## src/rtl/ein_pkg.sv

```systemverilog
// Shared definitions for the EIN transmit engine.
// The build macro EIN_TX_PARITY_EN adds an odd-parity slot after each byte.
package ein_pkg;

  typedef enum logic [3:0] {
    IDLE    = 4'd0,
    EMO_UP  = 4'd1,
    FETCH   = 4'd2,
    SET_D   = 4'd3,
    CLK_HI  = 4'd4,
    CLK_LO  = 4'd5,
    END_EDI = 4'd6,
    HOLD    = 4'd7,
    END_EMO = 4'd8
  } ein_state_t;

`ifdef EIN_TX_PARITY_EN
  localparam int unsigned EIN_BITS_PER_BYTE = 9;
`else
  localparam int unsigned EIN_BITS_PER_BYTE = 8;
`endif

  // Counter spans 0..EIN_BITS_PER_BYTE-1.
  localparam int unsigned EIN_BITCNT_W = $clog2(EIN_BITS_PER_BYTE);

`ifdef EIN_TX_PARITY_EN
  // Odd parity: total count of ones over byte plus parity bit is odd.
  function automatic logic ein_odd_parity(input logic [7:0] b);
    return ~(^b);
  endfunction
`endif

endpackage

```

## src/rtl/ein_tick_gen.sv

```systemverilog
// Protocol-step prescaler: one-cycle tick every CLK_DIV clocks while run=1.
module ein_tick_gen #(
  parameter int unsigned CLK_DIV = 4000,
  parameter int unsigned CNT_W   = 12
) (
  input  logic clk,
  input  logic reset,
  input  logic run,
  output logic tick
);

  localparam logic [CNT_W-1:0] LAST = CNT_W'(CLK_DIV - 1);

  logic [CNT_W-1:0] count;

  // Free-running modulo-CLK_DIV counter, parked at zero while not running.
  always_ff @(posedge clk) begin
    if (reset || !run) begin
      count <= '0;
    end else if (count == LAST) begin
      count <= '0;
    end else begin
      count <= count + CNT_W'(1);
    end
  end

  assign tick = run && (count == LAST);

endmodule

```

## src/rtl/ein_tx_encoder.sv

```systemverilog
// EIN transmit engine: pops payload bytes and serialises them MSB-first on
// the EMO (envelope), EDI (data) and ECI (clock) pads, one pad edge per tick.
// Build option: define EIN_TX_PARITY_EN to append an odd-parity bit per byte.
module ein_tx_encoder
  import ein_pkg::*;
#(
  parameter int unsigned CLK_DIV = 4000,
  parameter int unsigned CNT_W   = 12
) (
  input  logic       clk,
  input  logic       reset,
  input  logic [7:0] in_data,
  input  logic       in_empty,
  output logic       in_re,
  input  logic       start_tx,
  input  logic       fragment,
  output logic       emo_out,
  output logic       edi_out,
  output logic       eci_out,
  output logic       busy,
  output logic       done
);

  localparam int unsigned SHREG_W = EIN_BITS_PER_BYTE;

  ein_state_t               state;
  logic [SHREG_W-1:0]       shreg;
  logic [EIN_BITCNT_W-1:0]  bitcnt;
  logic                     run;
  logic                     tick;

  // Prescaler runs only in tick-paced states so every slot starts a full period.
  assign run = (state != IDLE) && (state != FETCH) && (state != HOLD);

  ein_tick_gen #(
    .CLK_DIV (CLK_DIV),
    .CNT_W   (CNT_W)
  ) u_tick (
    .clk   (clk),
    .reset (reset),
    .run   (run),
    .tick  (tick)
  );

  // Frame sequencer; pads are updated on entry to each state.
  // in_re is raised on entry to FETCH so the pop and the data capture share a cycle.
  always_ff @(posedge clk) begin
    if (reset) begin
      state   <= IDLE;
      shreg   <= '0;
      bitcnt  <= '0;
      in_re   <= 1'b0;
      emo_out <= 1'b0;
      edi_out <= 1'b0;
      eci_out <= 1'b0;
      busy    <= 1'b0;
      done    <= 1'b0;
    end else begin
      in_re <= 1'b0;
      done  <= 1'b0;
      case (state)
        IDLE: begin
          if (start_tx) begin
            state   <= EMO_UP;
            emo_out <= 1'b1;
            busy    <= 1'b1;
          end
        end
        EMO_UP: begin
          if (tick) begin
            state <= FETCH;
            in_re <= !in_empty;
          end
        end
        FETCH: begin
          if (in_re) begin
`ifdef EIN_TX_PARITY_EN
            shreg <= {in_data, ein_odd_parity(in_data)};
`else
            shreg <= in_data;
`endif
            bitcnt  <= EIN_BITCNT_W'(EIN_BITS_PER_BYTE - 1);
            edi_out <= in_data[7];
            state   <= SET_D;
          end else begin
            edi_out <= 1'b0;
            state   <= END_EDI;
          end
        end
        SET_D: begin
          if (tick) begin
            eci_out <= 1'b1;
            state   <= CLK_HI;
          end
        end
        CLK_HI: begin
          if (tick) begin
            eci_out <= 1'b0;
            state   <= CLK_LO;
          end
        end
        CLK_LO: begin
          if (tick) begin
            shreg  <= shreg << 1;
            bitcnt <= bitcnt - EIN_BITCNT_W'(1);
            if (bitcnt == '0) begin
              state <= FETCH;
              in_re <= !in_empty;
            end else begin
              edi_out <= shreg[SHREG_W-2];
              state   <= SET_D;
            end
          end
        end
        END_EDI: begin
          if (tick) begin
            if (fragment) begin
              state <= HOLD;
            end else begin
              emo_out <= 1'b0;
              state   <= END_EMO;
            end
          end
        end
        HOLD: begin
          if (start_tx) begin
            state <= FETCH;
            in_re <= !in_empty;
          end
        end
        END_EMO: begin
          if (tick) begin
            done  <= 1'b1;
            busy  <= 1'b0;
            state <= IDLE;
          end
        end
        default: begin
          state   <= IDLE;
          emo_out <= 1'b0;
          edi_out <= 1'b0;
          eci_out <= 1'b0;
          busy    <= 1'b0;
        end
      endcase
    end
  end

endmodule

```

## config.mk

```make
export PLATFORM = sky130hd
export DESIGN_NAME = ein_tx_encoder
export DESIGN_NICKNAME = d
export VERILOG_FILES = /design/src/rtl/ein_pkg.sv /design/src/rtl/ein_tick_gen.sv /design/src/rtl/ein_tx_encoder.sv
export SDC_FILE = /design/constraint.sdc
export NUM_CORES = 1
export LEC_CHECK = 0
export CAP_MARGIN = 15
export CELL_PAD_IN_SITES_DETAIL_PLACEMENT = 1
export CELL_PAD_IN_SITES_GLOBAL_PLACEMENT = 1
export CORE_MARGIN = 4
export CORE_UTILIZATION = 43
export CTS_CLUSTER_DIAMETER = 30
export DETAILED_ROUTE_END_ITERATION = 8
export HOLD_SLACK_MARGIN = 0.1
export MAX_ROUTING_LAYER = met4
export PLACE_DENSITY = 0.88
export SYNTH_ARGS = -nofsm -noshare
export SYNTH_HDL_FRONTEND = slang
export SYNTH_HIERARCHICAL = 1
export SYNTH_SLANG_ARGS = --single-unit
```

## constraint.sdc

```tcl
create_clock -name clk -period 2.9 [get_ports clk]
set_clock_uncertainty 0.15 [all_clocks]
set_input_delay 0.29 -clock clk [delete_from_list [all_inputs] [get_ports clk]]
set_output_delay 0.29 -clock clk [all_outputs]
set_load 0.05 [all_outputs]
```

==> results.md <==
* Outcome: completed
* Final WS setup at roughly 460 ps
* Yosys warnings at 6
* Ratio of cells with drive above 1 in the final layout at between 15 and 20%
* Initial antenna violation count at 0
* Leakage power at approximately 0.00073 µW
* Clk sinks at 32
* Post-cts sizing count at 0
* Area grow syn2layout at 17.3%
* Root buffer cell: clkbuf_8
* CP endpoint kind: register
* # DRC at 0
* Mean Syn Cell Area at between 9 and 10 µm²
* Vias per inst at between 5 and 6
* VDD IR-drop max at ~280 µV
* Power Internal at 782 µW
* Dpl hpwl at about 3.2 mm
* IO Port Bufs at 18
* Minimum clock period at 2440 ps
* WHS Path Cells at 2
* Final Wtd Congestion at just under 0.8
* Clock Latency Late Sink at 280 ps
* Crit path kind: reg -> reg
* Max-slew headroom at approximately 66%
* I/O pins at 19
* Post-Synthesis Cell Area at 1800 µm²
* Worst-path clk slew at 70 ps
* Final Hold Vio Count at 0
* Reg2reg path depth at 8
* Crit-path max FO at 15
* Core box area at approximately 4000 µm²
* Post CTS Setup Buffer Count at 0
* Final setup TNS at 0 ps
* WL per Instance at 16.3 µm
* Diode count at 0
* Setup slack, reg-to-reg at 460 ps
* Overall Power at 1080 µW
* RSZ-0062 raised after global routing: false
* CTS Hold Bufs at 0
* Worst EP arrival at between 2000 and 2500 ps
* Via count at 1490
* CTS tree: built
* Grt total ovfl at 0
* Switch Pwr at just under 300 µW
* CTS Buf Count at 5
* Async S/R FF share, synth at 0%
* Core Rows at 23
* DIE HEIGHT at just over 70 µm
* Clk pwr share at between 30% and 40%
* Data required, critical path at 2940 ps
* DR iter-0 viols at slightly above 90
* Synth top area cells: dfxtp_1 (36%), nor2_1 (6.0%), mux2i_1 (4.4%)
* Unique masters post-synth at 55
* Die X at ~73 µm
* Most frequent cells in the layout: dfxtp_1 (32), nor2_1 (29), clkdlybuf4s50_1 (18)
* Pin slew with the least headroom to its limit at a little over 500 ps
* Startpoint types: register
* Dpl ws at between 400 and 500 ps
* Hold Path Class: reg -> reg
* Largest net degree at the start of global routing at 20
* Full die area at about 5300 µm²
* Fin crit share at between 80% and 90%
* Final WL at about 4.4 mm
* Syn Inst Count at 199
* Fmax at between 0.4 and 0.5 GHz
* Post-Syn Nets at roughly 220
* All-Layer GR Usage at 18.9%
* First-pass GRT wire length at approximately 7.4 mm
* Max_cap viols at 0
* Flop pwr share at approximately 44%
* Initial Utilization at ~45%
* Final setup viols at 0
* Synth area leader: dfxtp_1
* Total iterations of the first detailed-routing run at 4
* Worst hold slack at 321 ps
* Top_reg_cell synth: dfxtp_1
* Clk buf depth at 2
* Seq cells post-synth at 32
* Slew Viols, Final at 0
* H-tree Lvls at 2
* DRT antenna net count at 0
* Yosys top cell area share at a little over a third
* Most common cell after layout, fill and taps aside: dfxtp_1
* Sw Share at approximately 27%
* Post-layout nets at between 200 and 250
* Vias in the first global route at 1523
* Number of flops mapped to enable cells by yosys at 0
* Logic pwr share at between 10% and 20%
* Post-synthesis sequential area ratio at 35.5%
* Pwr dens at around 510 nW/µm²
-- critical path: stages, from the launching register on --
cell	delay (ps)
dfxtp_1	390
ha_1	260
and4_4	280
nand4_1	110
nor2_1	180
nand4b_2	200
a21oi_4	450
nor2_1	100
a211oi_2	230
-- power groups by stage --
| stage | Combinational [µW] | Clock (µW) | Sequential [µW] |
|---|---|---|---|
| 5_1_grt | 200 | 464 | 475 |
| 2_1_floorplan | 127 | 0 | 488 |
| 6_report | 182 | 423 | 473 |
| 3_5_place_dp | 182 | 0 | 483 |
| 4_1_cts | 184 | 436 | 473 |
| 3_3_place_gp | 179 | 0 | 482 |
-- final timing paths --
check / start / end
setup / recovery: u_tick/count[0]$_SDFF_PP0_ / shreg[1]$_SDFFE_PP0P_
hold / removal: shreg[0]$_SDFFE_PP0P_ / shreg[0]$_SDFFE_PP0P_
setup reg to reg: u_tick/count[0]$_SDFF_PP0_ / shreg[1]$_SDFFE_PP0P_
hold reg to reg: shreg[0]$_SDFFE_PP0P_ / shreg[0]$_SDFFE_PP0P_
-- stage by stage --
stage          util, %  cells  area [µm²]
5_1_grt           52.5    269        2120
4_1_cts           52.5    269        2120
3_3_place_gp      49.8    261        2000
3_5_place_dp      49.8    261        2000
6_report          52.5    269        2120
2_1_floorplan        -    199        1800
-- final cells by class --
class                           count  area (µm²)
Timing Repair Buffer               25         233
Tap cell                           50        62.6
Clock buffer                        5        68.8
Inverter                            9        33.8
Multi-Input combinational cell    145        1030
Clock inverter                      3        42.5
Fill cell                         475        1910
Sequential cell                    32         641
-- sequential cells by signal (all words and copies together) (netlist names) --
register	count
bitcnt	3
eci_out	1
done	1
u_tick/count	12
edi_out	1
state	4
emo_out	1
busy	1
shreg	7
in_re	1
-- kinds of logic after synthesis --
kind of cell	share of synthesized area, %
simple gates	27.5
compound gates	18.5
buf+inv	7.08
fa+ha+maj	2.08
xor+xnor	4.86
mux	4.44
flops	35.5
-- layer usage --
layer  routed length [µm]  track usage (%)
met1                 2020             22.3
met2                 2260             31.8
met3                   77             4.55
met4                   24             6.15
met5                    0                -
-- Yosys cell counts, types with 3 or more instances --
library cell and n:
buf_4 3, ha_1 3, mux2i_1 8, nor2_1 29, nor4_1 3, nand2b_1 5
xor2_1 4, xnor2_1 6, dfxtp_1 32, buf_6 4, a21oi_1 9, clkbuf_1 3
nand3_1 8, o21ai_0 4, nand4_1 6, buf_2 3, inv_1 8, a211oi_2 6
nand2_1 11
No activity file was read; power rests on OpenSTA's default activity.
